===== src/rtl/piece_ctrl.sv =====
// piece_ctrl: falling-piece controller, initiator side of the board interface.
//
// It owns the active piece registers (x, y, piece_type, dir) and the
// next-piece generator. It applies user moves only when the board's
// enables allow them, and it runs the gravity timer. A landed piece is
// committed through the refresh/refresh_done handshake. After the commit
// the next piece spawns, and game over is detected.
//
// Optional feature macro: HARD_DROP_EN.
//   When it is defined, key_hard in FALL enters a HARD state. HARD drops
//   the piece one row per cycle until edrop goes low, then locks it.
//   When it is undefined, key_hard is accepted on the port but has no effect.
//
// Parameters:
//   DROP_TICKS  clk cycles per gravity step (min 2)
//   SPAWN_X     spawn column
//   LFSR_SEED   nonzero next-piece LFSR seed
//
// Ports:
//   clk, rst              clock; synchronous active-high reset
//   start                 pulse, begins a game from IDLE
//   key_left/right/rot/down/boom/hard   debounced one-cycle key pulses
//   el, er, eu, edrop     board enables for the current piece
//   overflow              current piece overlaps occupied cells
//   refresh_done          board finished commit/line clear (pulse)
//   x, y                  piece column/row origin
//   piece_type            piece type 1..7, 0 = none. This is the "type"
//                         signal; "type" is a reserved word in SystemVerilog.
//   dir                   rotation
//   next_type             preview piece 1..7
//   refresh               commit request pulse
//   boom                  bomb request pulse
//   game_over             sticky game-over flag
module piece_ctrl #(
  parameter int          DROP_TICKS = 50000000,
  parameter int          SPAWN_X    = 3,
  parameter logic [15:0] LFSR_SEED  = 16'hACE1
) (
  input  logic       clk,
  input  logic       rst,
  input  logic       start,
  input  logic       key_left,
  input  logic       key_right,
  input  logic       key_rot,
  input  logic       key_down,
  input  logic       key_boom,
  input  logic       key_hard,
  input  logic       el,
  input  logic       er,
  input  logic       eu,
  input  logic       edrop,
  input  logic       overflow,
  input  logic       refresh_done,
  output logic [4:0] x,
  output logic [4:0] y,
  output logic [2:0] piece_type,
  output logic [1:0] dir,
  output logic [2:0] next_type,
  output logic       refresh,
  output logic       boom,
  output logic       game_over
);

  localparam int TICK_W = (DROP_TICKS > 2) ? $clog2(DROP_TICKS) : 1;
  localparam logic [TICK_W-1:0] TICK_LAST = TICK_W'(DROP_TICKS - 1);
  localparam logic [4:0] SPAWN_COL = 5'(SPAWN_X);

  typedef enum logic [2:0] {
    S_IDLE,
    S_SPAWN,
    S_CHECK,
    S_FALL,
    S_LOCK,
    S_WAIT_REF,
    S_OVER
`ifdef HARD_DROP_EN
    ,S_HARD
`endif
  } state_t;

  state_t            state;
  logic [15:0]       lfsr;
  logic              lfsr_fb;
  logic [TICK_W-1:0] tick;
  logic              tick_wrap;

`ifndef HARD_DROP_EN
  // key_hard has no function in this build. The name of this net tells the
  // linter that the port is intentionally unused.
  logic hard_key_unused;
  assign hard_key_unused = key_hard;
`endif

  // A raw LFSR value of 0 maps to piece type 1, so the preview is never "none".
  function automatic logic [2:0] map_type(input logic [2:0] v);
    return (v == 3'd0) ? 3'd1 : v;
  endfunction

  // Fibonacci LFSR with taps 16,14,13,11. It free-runs every cycle, so the
  // piece sequence depends on how long the player takes between pieces.
  assign lfsr_fb = lfsr[15] ^ lfsr[13] ^ lfsr[12] ^ lfsr[10];

  always_ff @(posedge clk) begin
    if (rst) begin
      lfsr <= LFSR_SEED;
    end else begin
      lfsr <= {lfsr[14:0], lfsr_fb};
    end
  end

  assign tick_wrap = (tick == TICK_LAST);

  // Main controller. The piece registers stay untouched from LOCK until
  // refresh_done, so the board reads a stable piece while it commits.
  // In FALL, one action is taken per cycle, picked in priority order.
  // A key whose enable is low does not count as an action.
  always_ff @(posedge clk) begin
    if (rst) begin
      state      <= S_IDLE;
      x          <= SPAWN_COL;
      y          <= 5'd0;
      piece_type <= 3'd0;
      dir        <= 2'd0;
      next_type  <= map_type(LFSR_SEED[2:0]);
      refresh    <= 1'b0;
      boom       <= 1'b0;
      game_over  <= 1'b0;
      tick       <= '0;
    end else begin
      refresh <= 1'b0;
      boom    <= 1'b0;
      case (state)
        S_IDLE: begin
          piece_type <= 3'd0;
          if (start) state <= S_SPAWN;
        end

        S_SPAWN: begin
          piece_type <= next_type;
          next_type  <= map_type(lfsr[2:0]);
          x          <= SPAWN_COL;
          y          <= 5'd0;
          dir        <= 2'd0;
          tick       <= '0;
          state      <= S_CHECK;
        end

        // The board's overflow flag needs one cycle to settle on the new piece.
        S_CHECK: begin
          if (overflow) begin
            game_over <= 1'b1;
            state     <= S_OVER;
          end else begin
            state <= S_FALL;
          end
        end

        S_FALL: begin
          tick <= tick_wrap ? '0 : tick + TICK_W'(1);
          if (tick_wrap || key_down) begin
            if (key_down) tick <= '0;
            if (edrop) begin
              y <= y + 5'd1;
            end else begin
              refresh <= 1'b1;
              state   <= S_LOCK;
            end
          end
`ifdef HARD_DROP_EN
          else if (key_hard) begin
            state <= S_HARD;
          end
`endif
          else if (key_left && el) begin
            x <= x - 5'd1;
          end else if (key_right && er) begin
            x <= x + 5'd1;
          end else if (key_rot && eu) begin
            dir <= dir + 2'd1;
          end else if (key_boom) begin
            boom <= 1'b1;
          end
        end

`ifdef HARD_DROP_EN
        S_HARD: begin
          if (edrop) begin
            y <= y + 5'd1;
          end else begin
            refresh <= 1'b1;
            state   <= S_LOCK;
          end
        end
`endif

        // refresh was raised on entry, so it is high for exactly this cycle.
        S_LOCK: begin
          state <= S_WAIT_REF;
        end

        S_WAIT_REF: begin
          if (refresh_done) state <= S_SPAWN;
        end

        S_OVER: begin
          state <= S_OVER;
        end

        default: begin
          state <= S_IDLE;
        end
      endcase
    end
  end

endmodule


===== config.mk =====
export PLATFORM = sky130hd
export DESIGN_NAME = piece_ctrl
export DESIGN_NICKNAME = d
export VERILOG_FILES = /design/src/rtl/piece_ctrl.sv
export SDC_FILE = /design/constraint.sdc
export NUM_CORES = 1
export LEC_CHECK = 0
export CAP_MARGIN = 0
export CELL_PAD_IN_SITES_DETAIL_PLACEMENT = 0
export CELL_PAD_IN_SITES_GLOBAL_PLACEMENT = 1
export CORE_MARGIN = 5
export CORE_UTILIZATION = 38
export DETAILED_ROUTE_END_ITERATION = 10
export PLACE_DENSITY_LB_ADDON = 0.1
export SLEW_MARGIN = 10
export SYNTH_ARGS = -nofsm -noshare
export SYNTH_HDL_FRONTEND = slang
export SYNTH_SLANG_ARGS = --single-unit

===== constraint.sdc =====
create_clock -name clk -period 2.3 [get_ports clk]
set_input_delay 0.46 -clock clk [delete_from_list [all_inputs] [get_ports clk]]
set_output_delay 0.46 -clock clk [all_outputs]
set_load 0.005 [all_outputs]

==> flow_results.org, run 1 <==
** Synth
- Synthesis handed over a netlist of approximately 370 instances.
- The top cell type by area accounts for between 40% and 50% of the synthesized area.
- Fraction of registers with async set/reset :: 0%
- Top flip-flop cell by instance count after synthesis :: sky130_fd_sc_hd__dfxtp_1
- Cell types with the largest area share after synthesis :: sky130_fd_sc_hd__dfxtp_1 42%, sky130_fd_sc_hd__o21ai_0 4.8%, sky130_fd_sc_hd__a21oi_1 4.7%
- Post-synth EDFFs :: 0
- Synthesized net count :: 392
- Cell taking the most area after synthesis :: sky130_fd_sc_hd__dfxtp_1
- After synthesis the netlist holds a flip-flop and latch count of between 60 and 70.
- Sequential cells were found to cover 42.5% of the synthesized design area.
- Yosys printed 0 warnings.
- In this run the cell area of the synthesized design comes to just over 3000 µm².
- Number of distinct standard cells referenced by the synthesized netlist :: 53
- A synthesized cell averages 8.38 µm².

** Route
- Remaining number of nets flagged by the antenna check after routing :: 0
- After detailed routing, the number of remaining DRC violations is 0.
- 1st-iter DRT viols :: roughly 110
- Number of iterations in the first detailed-routing pass :: 5
- Average wire per standard cell :: about 14 µm
- Vias per cell :: roughly 5.2
- The routed design has between 7000 and 8000 µm of wire.
- Across all layers, the routed design uses roughly 2800 vias.

** Die
- Once the floorplan was initialized, standard cells occupied between 30% and 40% of the core.
- Pin placement for this block handled 36 I/O pins.
- Die width :: 100 µm
- Floorplan row count :: 33
- The die covers 10100 µm².
- The region available for standard cell placement spans about 8000 µm².
- From bottom edge to top edge, the die measures 100 µm.

** Flow run
- Across the run, the number of max-cap violations was 0.

** Worst setup path
- Data on the critical path arrives at its endpoint at 2.34 ns.
- By startpoint and endpoint, the worst setup path is classified as reg -> reg.
- Type of destination of the critical path :: register
- Critical path's slowest cell :: sky130_fd_sc_hd__or4b_1
- In this run the worst path has a maximum fanout of 8.
- Delay of the slowest cell on the worst path :: approximately 0.47 ns
- Kind of launch point of the worst setup path :: register
- Measured in cells, the most critical reg-to-reg path has a length of 7.
- Walking the worst path, the cells encountered are ha_1 > and3_1 > nand4_1 > o21ba_1 > nand2_1 > or4b_1 > a31oi_1.
- Data on the critical path is required at its endpoint by 2.57 ns.

** Global route
- Wire length of the first global-routing pass :: approximately 13000 µm
- Met2 Use GR :: between 20% and 30%
- The number of antenna violations at the first check in global routing came to 0.
- Vias in the first global route :: around 2700
- For met1 alone, demand over resource in global routing was between 10% and 20%.
- met2 is the most crowded layer.
- Total congestion overflow after global routing :: 0
- Pin count of the biggest net entering global routing :: 28
- Global-route usage over all layers :: approximately 15%
- Global routing used 3.81% of the available met3 tracks.

** Pwr
- Internal power contribution :: 1.88 mW
- In this run, the combinational gates consume between 10% and 20% of the power.
- Net switching power of the design :: approximately 0.74 mW
- Net switching is roughly 28% of the power.
- The clock network accounts for around 40% of the total power.
- For this design the static power due to leakage is between 1 and 1.5 nW.
- Peak supply drop :: roughly 0.00033 V
- Proportion of power drawn by flip-flops and latches :: between 40 and 50%
- Pwr dens :: approximately 670 nW/µm²

** STA
- Headroom to the max-slew limit came out at between 30% and 40%.
- Final period demand of the worst path :: between 2 and 2.5 ns
- Finish-stage setup viols :: 0
- Final clock skew :: roughly 0.0088 ns
- Max-slew violation count :: 0
- Upper clock frequency limit :: between 400 and 500 MHz
- Period utilisation layout :: 90.1%
- Least-Margin Pin Slew :: just over 0.9 ns
- Setup repair after global routing left no endpoint under its margin.
- Final-report hold violation count :: 0

** Final layout
- Antenna Diode Count :: 0
- Once layout is complete, the utilization of the core stands at slightly below 50%.
- Commonest non-fill, non-tap cell in the layout :: sky130_fd_sc_hd__dfxtp_1
- In the layout the commonest cells are 66 x sky130_fd_sc_hd__dfxtp_1, 32 x sky130_fd_sc_hd__clkdlybuf4s50_1, 31 x sky130_fd_sc_hd__nand2_1, 29 x sky130_fd_sc_hd__o21ai_0.
- After the flow finishes, the layout carries non-filler instances totaling around 530.
- Synthesis-to-finish area growth :: 25.5%
- Post-layout nets :: around 440
- Of the cells placed in the final design, the portion with a size suffix greater than 1 is 15.0%.

** Clock network
- Number of buffers added by the clock tree synthesis step :: 9
- Master cell of the clock root buffer :: sky130_fd_sc_hd__clkbuf_8
- H-tree Lvls :: 3
- The longest clock path from root to sink contains 2 buffers.
- TritonCTS clock tree :: built
- For this design, the CTS-stage hold fixing added 0 buffers.
- Number of clock sinks :: 66
- Worst skew pair latency :: between 0.3 and 0.4 ns
- Clock-pin slew was measured on the worst setup and hold paths at ~0.080 ns.

** Placement
- RD Place Congestion :: approximately 0.76
- Port buffer count :: 34
- Placed cells :: about 520
- Detailed placement ended at an HPWL of between 5000 and 6000 µm.

** Hold path
- The path class of the tightest hold or removal check is reg -> reg.
- Worst hold path depth :: 1

** Outcome
- The run finished with clean final reports.
==> state kept, by name, indices dropped and copies added (netlist names) <==
register	count
y	5
game_over	1
tick	26
next_type	3
piece_type	3
x	5
dir	2
state	3
refresh	1
boom	1
lfsr	16
==> layout make-up <==
cell class	count	area [µm²]
well taps	105	131
repair buffers	62	556
clock buffers	9	124
multi-input cells	275	1650
flip-flops and latches	66	1320
inverters	9	33.8
fillers	814	4190
clock inverters	7	83.8
==> power groups by stage <==
stage	clock network, mW	logic (mW)	registers [mW]
final	1.03	0.356	1.23
after global routing	1.11	0.399	1.24
after CTS	1.06	0.361	1.23
after detailed placement	0	0.356	1.26
after global placement	0	0.351	1.26
after floorplan	0	0.211	1.24
==> synth_stat cells, drive strengths merged (2+ instances only) <==
cell type,count
a21oi,29
nor2b,10
clkbuf,10
o31ai,6
nand2b,2
nand3,22
a211oi,3
and3,8
inv,9
or2,9
buf,11
o21a,3
o21ai,33
nor3,16
a21o,4
mux2i,3
a2bb2oi,4
nand3b,2
or3,4
nand4,11
a32oi,2
a31oi,9
nand2,32
dfxtp,66
nor2,25
nor4,4
xnor2,5
ha,5
xor2,6
nor3b,3
==> stage by stage <==
step                area (µm²)  worst slack, ns  power (mW)  hold WS, ns  setup TNS (ns)
finish                    3900            0.227        2.62        0.408               0
detailed placement        3670           -0.480        1.61        0.395          -0.524
global route              3900           0.0611        2.75        0.429               0
floorplan                 3110           0.0357        1.45        0.389               0
global placement          3670           -0.443        1.61        0.392          -0.443
CTS                       3890          0.00620        2.66        0.406               0
==> metal layers <==
metal | wire length [µm] | vias up
met5 | 0 | -
met4 | 102 | 0
met3 | 245 | 9
li1 | - | 1436
met2 | 3470 | 47
met1 | 3620 | 1306
==> critical path, delay by kind of cell (launching register included) <==
family | cells | cell delay, ns
compound gates | 2 | 0.49
fa+ha+maj | 1 | 0.23
flops | 1 | 0.37
simple gates | 4 | 0.90
==> cell families after synthesis <==
kind of cell	Yosys count	synth area share, %
adders and majority gates	6	2.66
AOI/OAI and AO/OA	100	19.2
xor gates and xnor gates	11	3.10
muxes	3	0.966
and+or+nand+nor	155	26.9
DFF	66	42.5
buffers and inverters	30	4.63
==> worst paths after layout <==
path	start	to	slack, ns
hold / removal	lfsr[14]$_SDFF_PP0_	lfsr[15]$_SDFF_PP1_	0.41
setup / recovery	tick[0]$_SDFFE_PP0P_	x[4]$_SDFFE_PP0P_	0.23
setup reg to reg	tick[0]$_SDFFE_PP0P_	x[4]$_SDFFE_PP0P_	0.23
hold reg to reg	lfsr[14]$_SDFF_PP0_	lfsr[15]$_SDFF_PP1_	0.41
==> repair_timing <==
item / in CTS / in global routing
endpoints found under the setup margin: 1 / 1
buffers inserted: 1 / 1
pin swaps: 2 / 1
resized for setup: 3 / 3
Note: power is estimated with default switching activity, not from simulation.
==> inputs of run 2 (changes only) <==
CAP_MARGIN = not set   (was 0)
==> results of run 2 <==
Same layout as run 1: the final DEF is identical, and so are final timing and power.
